$ cat src/rtl/game_pkg.sv
// Shared types and command encoding for the game-state history block.
package game_pkg;

  localparam int GAME_STATE_W = 134;

  typedef logic [GAME_STATE_W-1:0] game_state_t;

  typedef enum logic [2:0] {
    CMD_NONE  = 3'd0,
    CMD_CLEAR = 3'd1,
    CMD_LOAD  = 3'd2,
    CMD_UNDO  = 3'd3,
    CMD_REDO  = 3'd4
  } cmd_e;

  // Only the highest-priority command in a cycle is acted on.
  function automatic cmd_e pick_cmd(input logic clear, input logic load,
                                    input logic undo, input logic redo);
    cmd_e c;
    c = CMD_NONE;
    if (clear)     c = CMD_CLEAR;
    else if (load) c = CMD_LOAD;
    else if (undo) c = CMD_UNDO;
    else if (redo) c = CMD_REDO;
    return c;
  endfunction

endpackage

$ cat src/rtl/game_hist_ring.sv
// DEPTH-entry undo ring: push at the write pointer, pop from the entry below it.
// When full, a push overwrites the oldest entry and the count stays at DEPTH.
module game_hist_ring
  import game_pkg::*;
#(
  parameter int N     = GAME_STATE_W,
  parameter int DEPTH = 8,
  localparam int PW   = (DEPTH > 1) ? $clog2(DEPTH) : 1,
  localparam int CNTW = $clog2(DEPTH + 1)
) (
  input  logic            clk,
  input  logic            rst,
  input  logic            flush,
  input  logic            push,
  input  logic            pop,
  input  logic [N-1:0]    push_data,
  output logic [N-1:0]    top_data,
  output logic [CNTW-1:0] count
);

  logic [N-1:0]    mem_q [DEPTH];
  logic [PW-1:0]   wr_ptr_q, wr_ptr_d;
  logic [PW-1:0]   top_ptr;
  logic [CNTW-1:0] count_q, count_d;

  always_comb begin
    wr_ptr_d = wr_ptr_q;
    count_d  = count_q;
    if (flush) begin
      wr_ptr_d = '0;
      count_d  = '0;
    end else if (push) begin
      wr_ptr_d = wr_ptr_q + 1'b1;
      if (count_q != CNTW'(DEPTH)) count_d = count_q + 1'b1;
    end else if (pop && (count_q != '0)) begin
      wr_ptr_d = wr_ptr_q - 1'b1;
      count_d  = count_q - 1'b1;
    end
  end

  always_ff @(posedge clk) begin
    if (rst) begin
      wr_ptr_q <= '0;
      count_q  <= '0;
    end else begin
      wr_ptr_q <= wr_ptr_d;
      count_q  <= count_d;
    end
  end

  // Storage carries no reset; stale entries are never visible through count.
  for (genvar gi = 0; gi < DEPTH; gi++) begin : g_entry
    always_ff @(posedge clk) begin
      if (push && !flush && (wr_ptr_q == PW'(gi))) mem_q[gi] <= push_data;
    end
  end

  assign top_ptr  = wr_ptr_q - 1'b1;
  assign top_data = mem_q[top_ptr];
  assign count    = count_q;

endmodule

$ cat src/rtl/game_state_hist.sv
// Source-select + current game-state register with DEPTH-entry undo history.
// Optional single-level redo enabled by defining GAME_HIST_REDO_EN.
module game_state_hist
  import game_pkg::*;
#(
  parameter int N     = GAME_STATE_W,
  parameter int SRC   = 4,
  parameter int DEPTH = 8,
  localparam int SELW = (SRC > 1) ? $clog2(SRC) : 1,
  localparam int CNTW = $clog2(DEPTH + 1)
) (
  input  logic             clk,
  input  logic             rst,
  input  logic [SELW-1:0]  sel,
  input  logic [SRC*N-1:0] in_flat,
  input  logic             load,
  input  logic             undo,
  input  logic             clear,
  output logic [N-1:0]     cur_state,
  output logic             cur_valid,
  output logic [CNTW-1:0]  hist_count,
  output logic             hist_empty,
  output logic             hist_full,
  output logic             undo_err
`ifdef GAME_HIST_REDO_EN
  ,
  input  logic             redo,
  output logic             redo_valid
`endif
);

  logic [N-1:0] src_arr [SRC];
  logic [N-1:0] src_sel;
  logic [N-1:0] cur_state_q, cur_state_d;
  logic         cur_valid_q, cur_valid_d;
  logic         undo_err_q, undo_err_d;
  logic         ring_push, ring_pop, ring_flush;
  logic [N-1:0] ring_top;
  logic         redo_req;
  cmd_e         cmd;

`ifdef GAME_HIST_REDO_EN
  logic [N-1:0] redo_state_q, redo_state_d;
  logic         redo_valid_q, redo_valid_d;
  assign redo_req = redo;
`else
  assign redo_req = 1'b0;
`endif

  for (genvar gi = 0; gi < SRC; gi++) begin : g_src
    assign src_arr[gi] = in_flat[gi*N +: N];
  end

  // Out-of-range select (non-power-of-two SRC) falls back to source 0.
  always_comb begin
    src_sel = src_arr[0];
    for (int k = 1; k < SRC; k++) begin
      if (32'(sel) == k) src_sel = src_arr[k];
    end
  end

  assign cmd = pick_cmd(clear, load, undo, redo_req);

  always_comb begin
    cur_state_d = cur_state_q;
    cur_valid_d = cur_valid_q;
    undo_err_d  = 1'b0;
    ring_push   = 1'b0;
    ring_pop    = 1'b0;
    ring_flush  = 1'b0;
`ifdef GAME_HIST_REDO_EN
    redo_state_d = redo_state_q;
    redo_valid_d = redo_valid_q;
`endif
    unique case (cmd)
      CMD_CLEAR: begin
        ring_flush = 1'b1;
`ifdef GAME_HIST_REDO_EN
        redo_valid_d = 1'b0;
`endif
      end
      CMD_LOAD: begin
        ring_push   = cur_valid_q;
        cur_state_d = src_sel;
        cur_valid_d = 1'b1;
`ifdef GAME_HIST_REDO_EN
        redo_valid_d = 1'b0;
`endif
      end
      CMD_UNDO: begin
        if (!hist_empty && cur_valid_q) begin
          ring_pop    = 1'b1;
          cur_state_d = ring_top;
`ifdef GAME_HIST_REDO_EN
          redo_state_d = cur_state_q;
          redo_valid_d = 1'b1;
`endif
        end else begin
          undo_err_d = 1'b1;
        end
      end
`ifdef GAME_HIST_REDO_EN
      CMD_REDO: begin
        if (redo_valid_q) begin
          ring_push    = cur_valid_q;
          cur_state_d  = redo_state_q;
          cur_valid_d  = 1'b1;
          redo_valid_d = 1'b0;
        end else begin
          undo_err_d = 1'b1;
        end
      end
`endif
      default: ;
    endcase
  end

  always_ff @(posedge clk) begin
    if (rst) begin
      cur_state_q <= '0;
      cur_valid_q <= 1'b0;
      undo_err_q  <= 1'b0;
    end else begin
      cur_state_q <= cur_state_d;
      cur_valid_q <= cur_valid_d;
      undo_err_q  <= undo_err_d;
    end
  end

`ifdef GAME_HIST_REDO_EN
  always_ff @(posedge clk) begin
    if (rst) begin
      redo_valid_q <= 1'b0;
    end else begin
      redo_valid_q <= redo_valid_d;
    end
    redo_state_q <= redo_state_d;
  end
  assign redo_valid = redo_valid_q;
`endif

  game_hist_ring #(
    .N     (N),
    .DEPTH (DEPTH)
  ) u_ring (
    .clk       (clk),
    .rst       (rst),
    .flush     (ring_flush),
    .push      (ring_push),
    .pop       (ring_pop),
    .push_data (cur_state_q),
    .top_data  (ring_top),
    .count     (hist_count)
  );

  assign cur_state  = cur_state_q;
  assign cur_valid  = cur_valid_q;
  assign hist_empty = (hist_count == '0);
  assign hist_full  = (hist_count == CNTW'(DEPTH));
  assign undo_err   = undo_err_q;

endmodule

$ cat config.mk
export PLATFORM = sky130hd
export DESIGN_NAME = game_state_hist
export DESIGN_NICKNAME = d
export VERILOG_FILES = /design/src/rtl/game_pkg.sv /design/src/rtl/game_hist_ring.sv /design/src/rtl/game_state_hist.sv
export SDC_FILE = /design/constraint.sdc
export NUM_CORES = 1
export LEC_CHECK = 0
export CAP_MARGIN = 15
export CELL_PAD_IN_SITES_DETAIL_PLACEMENT = 1
export CELL_PAD_IN_SITES_GLOBAL_PLACEMENT = 2
export CORE_ASPECT_RATIO = 1.5
export CORE_MARGIN = 3
export CORE_UTILIZATION = 36
export CTS_CLUSTER_DIAMETER = 40
export CTS_CLUSTER_SIZE = 14
export DETAILED_ROUTE_END_ITERATION = 10
export PLACE_DENSITY = 0.78
export REMOVE_ABC_BUFFERS = 1
export SETUP_SLACK_MARGIN = 0.3
export SLEW_MARGIN = 15
export SYNTH_ARGS = -nofsm -noshare
export SYNTH_HDL_FRONTEND = slang
export SYNTH_SLANG_ARGS = --single-unit
$ cat constraint.sdc
create_clock -name clk -period 5.24 [get_ports clk]
set_clock_uncertainty 0.1 [all_clocks]
set_input_delay 1.048 -clock clk [delete_from_list [all_inputs] [get_ports clk]]
set_output_delay 1.048 -clock clk [all_outputs]
set_load 0.01 [all_outputs]
[Word-level counts from Yosys, hierarchy flattened]
Memory sizes are Yosys's and may differ from the RTL's.
Cells that the tools add are included.
W data, S select, Z words.
Word-level totals
  memory bits (read-only): 0
  memories kept: 1
  bits in writable memories: 1072
  logic and storage cells: 112
  latch bits: 0
  output and inout port bits: 142
  register bits: 143
  bits of input ports: 543
Memories
  u_ring.mem_q: words 8, bits a word 134, rd ports 1, clocked after memory_dff 0, write ports 1, line game_hist_ring.sv:21  | logic [N-1:0] mem_q [DEPTH];
Operators by class
  magnitude comparators: 0
  mux-type cells: 55
  equality and inequality tests: 17
  $mul: 0
  shifts and indexed selects: 0
  reductions and logical operators: 29
  bitwise operators: 1
  div/mod/pow operators: 0
  add/sub/neg operators: 4
Operator list (count)
  $mux W134: 11
  $reduce_or A134 Y1: 7
  $pmux W134 S2: 1
  $mux W1: 28
  $mux W3: 9
  $eq A3 B2 Y1 const B: 4
  $eq A3 B3 Y1 const B: 4
  $mux W4: 3
  $logic_and A1 B1 Y1: 11
  $eq A3 B1 Y1 const B: 2
  $mux W2: 3
  $add A4 B1 Y4 const B: 1
  $eq A2 B2 Y1 const B: 2
  $eq A4 B4 Y1 const B: 1
  $logic_not A4 Y1: 1
  $ne A2 B2 Y1 const B: 2
  $ne A4 B4 Y1 const B: 1
  $reduce_and A2 Y1: 2
  $reduce_bool A2 Y1: 2
  $reduce_bool A4 Y1: 1
  $reduce_or A2 Y1: 2
  $sub A4 B1 Y4 const B: 1
  $add A3 B1 Y3 const B: 1
  $logic_not A3 Y1: 1
  other kinds (4): 5

[Logic depth before layout (Yosys ltp)]
  depth after elaboration: 18
  mapped depth: 12
  gate-level depth less buffers: 7

[Cells and area by module]
Synthesis repeated with hierarchy kept, for this count alone.
Second synthesis, totals
  cell total of the unflattened synthesis: 2573
  area, all modules: 50463.4 µm²
Modules (own cells, without submodules)
  game_hist_ring: instances 1, cells each 1618, area each 40831.7 µm², seq. area each 32331.0 µm²
  game_state_hist: instances 1, cells each 955, area each 9631.7 µm², seq. area each 2722.6 µm²

[Worst setup path before layout]
Ideal clock, no wire load.
  kind: input -> register
  start: in clear
  end: mem u_ring.mem_q[0][0] (netlist name), enable pin
  setup time: 0.510 ns
  slack: -0.203 ns
  stages: 4
  path buffers: 2
  required time: 4.630 ns
  data arrival time: 4.833 ns
  cell sequence: and3b_1 -> clkbuf_1 -> clkbuf_1 -> and3_1
On the way
  cells in the longest elaborated chain, start to end: 16
  elaborated cells on any way between the ends: 52
  classes of those cells: 2 x eq/ne; 33 x mux; 17 x reduce/logical
RTL lines
  from (decl): line game_state_hist.sv:18  | input logic clear,
  $mux W2 *: line game_pkg.sv:21  | if (clear) c = CMD_CLEAR;
  $eq A3 B1 Y1: line game_state_hist.sv:75  | unique case (cmd)
  $mux W1: line game_state_hist.sv:75
  $logic_not A1 Y1: line game_hist_ring.sv:54  | if (push && !flush && (wr_ptr_q == PW'(gi))) mem_q[gi] <= push_data;
  $logic_and A1 B1 Y1 *: line game_hist_ring.sv:54
  $logic_and A1 B1 Y1: line game_hist_ring.sv:54
  $mux W1: line game_hist_ring.sv:54
  $mux W1 (implied by the code): line game_hist_ring.sv:54
  $reduce_or A134 Y1 (no source line)
  $mux W3 (no source line) / $mux W1 (equally long branches) (7 in a row)
  to (decl): line game_hist_ring.sv:21
Every way passes the cells marked *; elsewhere a longest branch is shown, timed or not.

[Worst setup path in the final report]
  start: reg u_ring.count_q[0] (netlist: u_ring.count[0])
  end: out hist_empty
On the way
  cells in the longest elaborated chain, start to end: 1
RTL lines
  from (decl): line game_hist_ring.sv:24  | logic [CNTW-1:0] count_q, count_d;
  from (signal assigned): line game_hist_ring.sv:47  | count_q <= count_d;
  $logic_not A4 Y1: line game_state_hist.sv:158  | assign hist_empty = (hist_count == '0);
  to (decl): line game_state_hist.sv:22  | output logic hist_empty,
Every way passes these cells.

==> results.sh <==
export IMPL_cts_buffers=119
export IMPL_dp_hpwl_um=79700
export IMPL_netlist_area_um2=50200
export IMPL_cts_tree="yes"
export IMPL_drc=0
export IMPL_fill_cells=13637
export IMPL_synth_most_common_cell="edfxtp_1"
export IMPL_design_area_um2=63400
export IMPL_htreeDepth=3
export IMPL_cp_cell_sequence="or4_1 > inv_1 > clkdlybuf4s50_1"
export IMPL_setup_tns_ps=0
export IMPL_end_kind="output pin"
export IMPL_yosys_warnings=0
export IMPL_ioPinCount=685
export IMPL_path_class="reg2out"
export IMPL_crit_buf_inv=2
export IMPL_max_freq_mhz=279
export IMPL_synthCells=3153
export IMPL_hold_viol=0
export IMPL_numPortBuffers=684
export IMPL_die_y_um=464
export IMPL_crit_cells=3
export IMPL_nNetsFinal=4322
export IMPL_post_drt_wl_per_cell_um=24.0
export IMPL_drt_vias_per_instance=5.40
export IMPL_start_util=0.363
export IMPL_rr_worst_depth=8
export IMPL_startpoint="u_ring.count[0]$_SDFFE_PP0P_"
export IMPL_clockBufferDepth=3
export IMPL_drt_initial_drc_count=1929
export IMPL_r2r_end="cur_state[14]$_SDFFE_PP0P_"
export IMPL_period_needed_ps=3580
export IMPL_worstMarginPinSlew_ps=1160
export IMPL_synthArstFlopShare=0
export IMPL_postSynthAreaPerCell_um2=15.9
export IMPL_ys_seq_area_frac=0.698
export IMPL_crit_end="hist_empty"
export IMPL_finalHoldWorstSlack_ps=467
export IMPL_yosysUniqueCellTypes=40
export IMPL_setup_viol=0
export IMPL_grt_pass1_wl_um=208000
export IMPL_gp_congestion=0.750
export IMPL_timing_final_ws_setup_ps=1660
export IMPL_placed_cell_area_um2=59300
export IMPL_p_leak_uw=0.0195
export IMPL_arrival_ps=2430
export IMPL_synth_edf_count=1072
export IMPL_r2r_setup_slack_ps=1830
export IMPL_clock_sinks=1215
export IMPL_grt_max_degree=194
export IMPL_die_area_um2=144000
export IMPL_postCtsHoldBufs=0
export IMPL_synth_ff_type="edfxtp_1"
export IMPL_cts_reportedPaths_clkPinSlew_ps=60
export IMPL_wl_um=137000
export IMPL_post_cts_buffers=0
export IMPL_ir_drop_mv=0.306
export IMPL_layout_drive_gt1_share=0.105
export IMPL_slowest_stage="or4_1"
export IMPL_yosys_area_top_type="edfxtp_1"
export IMPL_p_per_area_nw_per_um2=327
export IMPL_hold_path_class="reg2reg"
export IMPL_synth_area_top_cells="edfxtp_1, mux2i_1, mux4_2, dfxtp_1, nand3_1"
export IMPL_maxCapViolations=0
export IMPL_die_w_um=311
export IMPL_route_vias_total=30948
export IMPL_hp_start="cur_state[66]$_SDFFE_PP0P_"
export IMPL_run_status="complete, no violations"
export IMPL_grt_pass1_vias=33774
export IMPL_overflow=0
export IMPL_antenna_found_initial=4
export IMPL_post_route_period_util=0.683
export IMPL_slowest_delay_ps=650
export IMPL_core_um2=138000
export IMPL_cts_root_buf="clkbuf_16"
export IMPL_required_ps=4090
export IMPL_netlist_area_leader_share=0.641
export IMPL_cts_resized=0
export IMPL_dp_slack_ps=1330
export IMPL_drtPass1Iterations=5
export IMPL_synth_seq_cells=1215
export IMPL_clk_latency_ps=740
export IMPL_row_count=167
export IMPL_final_util=0.458
export IMPL_antenna_left=0
export IMPL_syn_to_final_growth_pct=26.1
export IMPL_synthTopCellsByCount="edfxtp_1, nand3_1, mux2i_1, clkbuf_1, dfxtp_1"
export IMPL_rsz0062_at_grt="false"
export IMPL_critPathLaunchType="flop"
export IMPL_drv_slew=0
export IMPL_grtUsageTotal=0.187
export IMPL_critical_path_max_fanout=8
export IMPL_multiInputGateArea_um2=14200
export IMPL_seq_area_um2=35100
export IMPL_r2r_start="u_ring.wr_ptr_q[0]$_SDFFE_PP0P_"
export IMPL_slew_headroom=0.228
export IMPL_critPathTopFamily="simple AND/OR/NAND/NOR gates"
## logic make-up after synthesis
kind of cell	share of synthesized area
AO/OA/AOI/OAI	0.0352
buffers and inverters	0.0221
multiplexers	0.167
adder cells (fa/ha/maj)	0.00224
AND/OR/NAND/NOR	0.0744
XOR/XNOR	0.00139
flip-flops	0.698
## power by group
part | switching [µW] | internal (µW)
Sequential | 173 | 10600
Combinational | 510 | 743
Clock | 3760 | 4930
## how the worst min path moves through the flow
stage	end	cells after the start
after CTS	u_ring.wr_ptr_q[1]$_SDFFE_PP0P_	2
after global placement	u_ring.wr_ptr_q[1]$_SDFFE_PP0P_	2
after floorplan	u_ring.wr_ptr_q[1]$_SDFFE_PP0P_	2
after global routing	u_ring.wr_ptr_q[1]$_SDFFE_PP0P_	2
final	u_ring.mem_q[0][66]$_DFFE_PP_	0
after detailed placement	u_ring.wr_ptr_q[1]$_SDFFE_PP0P_	2
## sequential cells by signal (all words and copies together), names as in the netlist
| name | flops |
|---|---|
| cur_state | 134 |
| cur_valid | 1 |
| u_ring.mem_q | 1072 |
| u_ring.count | 4 |
| u_ring.wr_ptr_q | 3 |
| undo_err | 1 |
## metrics by stage
stage / instances / power [µW]
2_1_floorplan: 2899 / 11500
3_3_place_gp: 5508 / 12200
3_5_place_dp: 5508 / 12300
4_1_cts: 5733 / 21000
5_1_grt: 5734 / 21500
6_report: 5735 / 20700
## cell type report
type                    instances  area share
multi-input cells            1677       0.224
well taps                    1859      0.0367
inverters                       7    0.000533
repair buffers                750       0.122
diodes                          2   0.0000790
clock buffers                 158      0.0508
flip-flops and latches       1215       0.553
clock inverters                67      0.0127
## layout by cell type (no fill, tap or decap), drive strengths merged, types with 4 or more instances in the layout
master | Yosys | final
inv | 7 | 23
a21oi | 4 | 4
nand4 | 134 | 134
clkinv | 0 | 34
dfxtp | 143 | 143
ha | 9 | 9
and3 | 6 | 6
xor2 | 4 | 4
nand3 | 540 | 540
a22oi | 134 | 134
xnor2 | 4 | 4
clkbuf | 162 | 158
buf | 92 | 68
clkdlybuf4s50 | 0 | 682
nor2 | 8 | 8
nand2 | 4 | 4
mux2i | 537 | 537
clkinvlp | 0 | 6
bufinv | 0 | 11
edfxtp | 1072 | 1072
mux4 | 134 | 134
o21ai | 135 | 135
## per-layer routing
metal | track usage | share of wire
met1 | 0.236 | 0.41
met2 | 0.335 | 0.51
met3 | 0.0312 | 0.057
met4 | 0.0458 | 0.017
met5 | 0 | 0
No activity file was read; power rests on OpenSTA's default activity.
